$ cat src/rtl/main_control_fsm.sv
// Multicycle MIPS main control FSM: sequences fetch/decode/execute/memory/writeback
// and decodes datapath selects and write enables from the state register.
module main_control_fsm #(
  parameter int OPW = 6
) (
  input  logic           clk,
  input  logic           reset,
  input  logic [OPW-1:0] Op,
  input  logic           MemReady,
  output logic           IorD,
  output logic           ALUSrcA,
  output logic           RegDst,
  output logic           MemtoReg,
  output logic [1:0]     ALUSrcB,
  output logic [1:0]     ALUOp,
  output logic [1:0]     PCSrc,
  output logic           IRWrite,
  output logic           PCWrite,
  output logic           Branch,
  output logic           RegWrite,
  output logic           MemWrite,
  output logic           IllegalOp,
  output logic [3:0]     State
);

  typedef enum logic [3:0] {
    FETCH   = 4'd0,
    DECODE  = 4'd1,
    MEMADR  = 4'd2,
    MEMRD   = 4'd3,
    MEMWB   = 4'd4,
    MEMWR   = 4'd5,
    EXECUTE = 4'd6,
    ALUWB   = 4'd7,
    BRANCH  = 4'd8,
    ADDIEX  = 4'd9,
    ADDIWB  = 4'd10,
    JUMP    = 4'd11
  } state_t;

  localparam logic [OPW-1:0] OP_LW   = OPW'(6'b100011);
  localparam logic [OPW-1:0] OP_SW   = OPW'(6'b101011);
  localparam logic [OPW-1:0] OP_RTYP = OPW'(6'b000000);
  localparam logic [OPW-1:0] OP_BEQ  = OPW'(6'b000100);
  localparam logic [OPW-1:0] OP_ADDI = OPW'(6'b001000);
  localparam logic [OPW-1:0] OP_J    = OPW'(6'b000010);

  state_t state_q, state_d;
  logic   illegal_q, illegal_d;

  always_ff @(posedge clk) begin
    if (reset) begin
      state_q   <= FETCH;
      illegal_q <= 1'b0;
    end else begin
      state_q   <= state_d;
      illegal_q <= illegal_d;
    end
  end

  // Unused codes 12-15 fall through to the default and recover to FETCH.
  always_comb begin
    state_d   = FETCH;
    illegal_d = 1'b0;
    case (state_q)
      FETCH:   state_d = MemReady ? DECODE : FETCH;
      DECODE: begin
        if (Op == OP_LW || Op == OP_SW) state_d = MEMADR;
        else if (Op == OP_RTYP)         state_d = EXECUTE;
        else if (Op == OP_BEQ)          state_d = BRANCH;
        else if (Op == OP_ADDI)         state_d = ADDIEX;
        else if (Op == OP_J)            state_d = JUMP;
        else                            illegal_d = 1'b1;
      end
      MEMADR: begin
        if (Op == OP_LW)      state_d = MEMRD;
        else if (Op == OP_SW) state_d = MEMWR;
      end
      MEMRD:   state_d = MemReady ? MEMWB : MEMRD;
      MEMWR:   state_d = MemReady ? FETCH : MEMWR;
      EXECUTE: state_d = ALUWB;
      ADDIEX:  state_d = ADDIWB;
      default: state_d = FETCH;
    endcase
  end

  always_comb begin
    IorD     = 1'b0;
    ALUSrcA  = 1'b0;
    RegDst   = 1'b0;
    MemtoReg = 1'b0;
    ALUSrcB  = 2'b00;
    ALUOp    = 2'b00;
    PCSrc    = 2'b00;
    IRWrite  = 1'b0;
    PCWrite  = 1'b0;
    Branch   = 1'b0;
    RegWrite = 1'b0;
    MemWrite = 1'b0;
    case (state_q)
      FETCH: begin
        ALUSrcB = 2'b01;
        IRWrite = MemReady;
        PCWrite = MemReady;
      end
      DECODE:  ALUSrcB = 2'b11;
      MEMADR: begin
        ALUSrcA = 1'b1;
        ALUSrcB = 2'b10;
      end
      MEMRD:   IorD = 1'b1;
      MEMWB: begin
        MemtoReg = 1'b1;
        RegWrite = 1'b1;
      end
      MEMWR: begin
        IorD     = 1'b1;
        MemWrite = MemReady;
      end
      EXECUTE: begin
        ALUSrcA = 1'b1;
        ALUOp   = 2'b10;
      end
      ALUWB: begin
        RegDst   = 1'b1;
        RegWrite = 1'b1;
      end
      BRANCH: begin
        ALUSrcA = 1'b1;
        ALUOp   = 2'b01;
        PCSrc   = 2'b01;
        Branch  = 1'b1;
      end
      ADDIEX: begin
        ALUSrcA = 1'b1;
        ALUSrcB = 2'b10;
      end
      ADDIWB:  RegWrite = 1'b1;
      JUMP: begin
        PCSrc   = 2'b10;
        PCWrite = 1'b1;
      end
      default: ;
    endcase
    // Reset suppresses every write enable immediately, before the state register reacts.
    if (reset) begin
      IRWrite  = 1'b0;
      PCWrite  = 1'b0;
      Branch   = 1'b0;
      RegWrite = 1'b0;
      MemWrite = 1'b0;
    end
  end

  assign IllegalOp = illegal_q;
  assign State     = state_q;

endmodule

$ cat config.mk
export PLATFORM = sky130hd
export DESIGN_NAME = main_control_fsm
export DESIGN_NICKNAME = d
export VERILOG_FILES = /design/src/rtl/main_control_fsm.sv
export SDC_FILE = /design/constraint.sdc
export NUM_CORES = 1
export LEC_CHECK = 0
export CAP_MARGIN = 20
export CORE_MARGIN = 5
export CORE_UTILIZATION = 40
export CTS_CLUSTER_DIAMETER = 60
export CTS_CLUSTER_SIZE = 40
export DETAILED_ROUTE_END_ITERATION = 8
export GPL_ROUTABILITY_DRIVEN = 0
export HOLD_SLACK_MARGIN = 0.06
export PLACE_DENSITY = 0.81
export SKIP_CTS_REPAIR_TIMING = 1
export SYNTH_ARGS = -nofsm -noshare
export SYNTH_HDL_FRONTEND = slang
export SYNTH_SLANG_ARGS = --single-unit
$ cat constraint.sdc
create_clock -name clk -period 3 [get_ports clk]
set_input_delay 0.45 -clock clk [delete_from_list [all_inputs] [get_ports clk]]
set_output_delay 0.45 -clock clk [all_outputs]
set_load 0.005 [all_outputs]
==> metrics.md <==
| Metric | Value |
|---|---|
| I/O Buffers | 28 |
| Crit path DAT | 2140 ps |
| # rows | 13 |
| Ports | 29 |
| Setup TNS | 0 ps |
| Routed len/inst | 13.2 um |
| H-tree Lvls | 1 |
| Synth Net Count | 91 |
| RSZ-0062 raised after global routing | false |
| Register area share after synthesis | 17.7% |
| First-pass detailed-route iteration total | 3 |
| Layout cells sized above 1 | 5.50% |
| Endpoints failing setup | 0 |
| Worst vdd ir | 189 uV |
| Unique masters post-synth | 36 |
| Max clock buf depth | 2 |
| Fin crit period | 2590 ps |
| Commonest non-fill, non-tap cell in the layout | clkdlybuf4s50_1 |
| Peak clock frequency supported by timing | 0.386 GHz |
| N_diodes | 0 |
| Kind of end point of the critical path | output port |
| Die ar. | 2270 um2 |
| Worst hold-check path type | reg2reg |
| Core footprint | 1320 um2 |
| Worst relative slew slack | 64.0% |
| Synth Flop Type | dfxtp_1 |
| Syn. warnings | 0 |
| Initial antenna violation count | 0 |
| # fillers | 127 |
| CTS buffer count | 3 |
| Post-Syn Area | 566 um2 |
| Leak pwr | 0.300 nW |
| Status | finished clean |
| Iter 0 DRT Violations | 7 |
| CTS tree | done |
| Via count | 697 |
| Crit-path max FO | 5 |
| Overall die width | 47.6 um |
| Maximum capacitance violations | 0 |
| Clock skew | 12.1 ps |
| Finished Layout Cells | 124 |
| CP Class | in2out |
| Pwr dens | 233 nW/um2 |
| Critical Path Start Type | input port |
| Worst-path clk slew | 50 ps |
| Die Span Y | 47.6 um |
| Clk root buf | clkbuf_4 |
| GRT Total Usage | 16.0% |
| Mean area per synthesized cell | 6.90 um2 |
| Number of flops mapped to enable cells by yosys | 0 |
| Largest net degree at the start of global routing | 19 |
| GRT overflow | 0 |
| Vias in the first global route | 606 |
| Detailed placement HPWL | 1.31 mm |
| Clk Latency, worst-skew pair | 250 ps |
| Final nets | 119 |
| WL final | 1.64 mm |
| Vias per cell | 5.62 |
| Fin crit share | 86.3% |
| Register bit total from synthesis | 5 |
| First-pass GRT wire length | 2.61 mm |
| Worst path required time | 2550 ps |
| DRC | 0 |
| Final ANT Viol Nets | 0 |
| Slew Limit Fails | 0 |
| FFs w/ async S/R, synth | 0% |
| Area grow syn2layout | 54.2% |
| CTS sink cnt | 5 |
| Most frequent cells in the layout | 28 x clkdlybuf4s50_1, 8 x nor3_1, 8 x nor2_1, 6 x nand2b_1 |
| Worst Tran Pin Value | 539 ps |
| Dpl cells | 120 |
| Starting density of the core | 42.9% |
| Final Hold Fails | 0 |
| Synth Instances | 82 |
[metal layers]
layer	vias to the layer above	global-route usage, %	routed length (um)
li1	357	-	-
met1	323	19.6	760
met2	15	27.8	781
met3	2	4.14	86
met4	0	4.30	9
met5	-	0	0
[synthesized netlist by cell type, types with 2 or more instances]
master	number	area, um2
nor2_1	8	30.0
nor3_1	8	40.0
nand2b_1	6	37.5
a21oi_1	5	25.0
dfxtp_1	5	100
o21ai_0	5	25.0
nand2_1	4	15.0
buf_2	3	15.0
nor4_1	3	18.8
xor2_1	3	26.3
a21o_1	2	15.0
a31oi_1	2	12.5
clkbuf_1	2	7.51
inv_1	2	7.51
nand3_1	2	10.0
nor2b_1	2	12.5
[layout make-up]
class,instances,area [um2],area share [%]
clock buffers,4,26.3,3.01
inverters,2,7.51,0.861
multi-input cells,69,432,49.5
flip-flops and latches,5,100,11.5
well taps,15,18.8,2.15
repair buffers,29,288,33.0
[registers in the layout, summed over array words and instances, names as in the netlist]
name / count
State: 4
IllegalOp: 1
[report_power, final]
part / internal [W] / total [W] / switching (W)
registers: 0.0000683 / 0.0000730 / 0.00000475
logic: 0.0000274 / 0.0000485 / 0.0000211
clock network: 0.0000505 / 0.0000812 / 0.0000308
total: 0.000146 / 0.000203 / 0.0000566
[cells by family (layout without fill, tap and decap cells)]
kind of cell              count (synthesis)  after routing  synth area share (%)
DFF                                       5              5                  17.7
xor gates and xnor gates                  3              3                  4.65
buffers and inverters                     8             35                  5.97
and+or+nand+nor                          42             42                  44.3
muxes                                     1              1                  1.77
AOI/OAI and AO/OA                        23             23                  25.7
[critical path, stage by stage]
cell	delay [ps]
clkdlybuf4s50_1	490
inv_1	130
nand2_1	80
nor4b_1	380
a21o_1	130
clkdlybuf4s50_1	490
[per-stage QoR]
stage | util, % | cell area (um2) | hold WS [ps] | setup slack (ps) | total power (W)
finish | 66.2 | 872 | 733 | 411 | 0.000203
global route | 66.2 | 872 | 830 | 259 | 0.000214
CTS | 66.2 | 872 | 741 | 408 | 0.000203
detailed placement | 64.2 | 846 | 730 | 410 | 0.000123
global placement | 64.2 | 846 | 740 | 445 | 0.000122
floorplan | - | 566 | 540 | 1360 | 0.0000940
[final timing paths]
path | endpoint | slack (ps) | startpoint | cells past startpoint
min | State[3] | 730 | State[3] | 2
max | PCWrite | 410 | reset | 6
min reg2reg | State[3] | 730 | State[3] | 2
max reg2reg | State[2] | 1190 | State[0] | 4
Power figures use the tool's default switching activity.
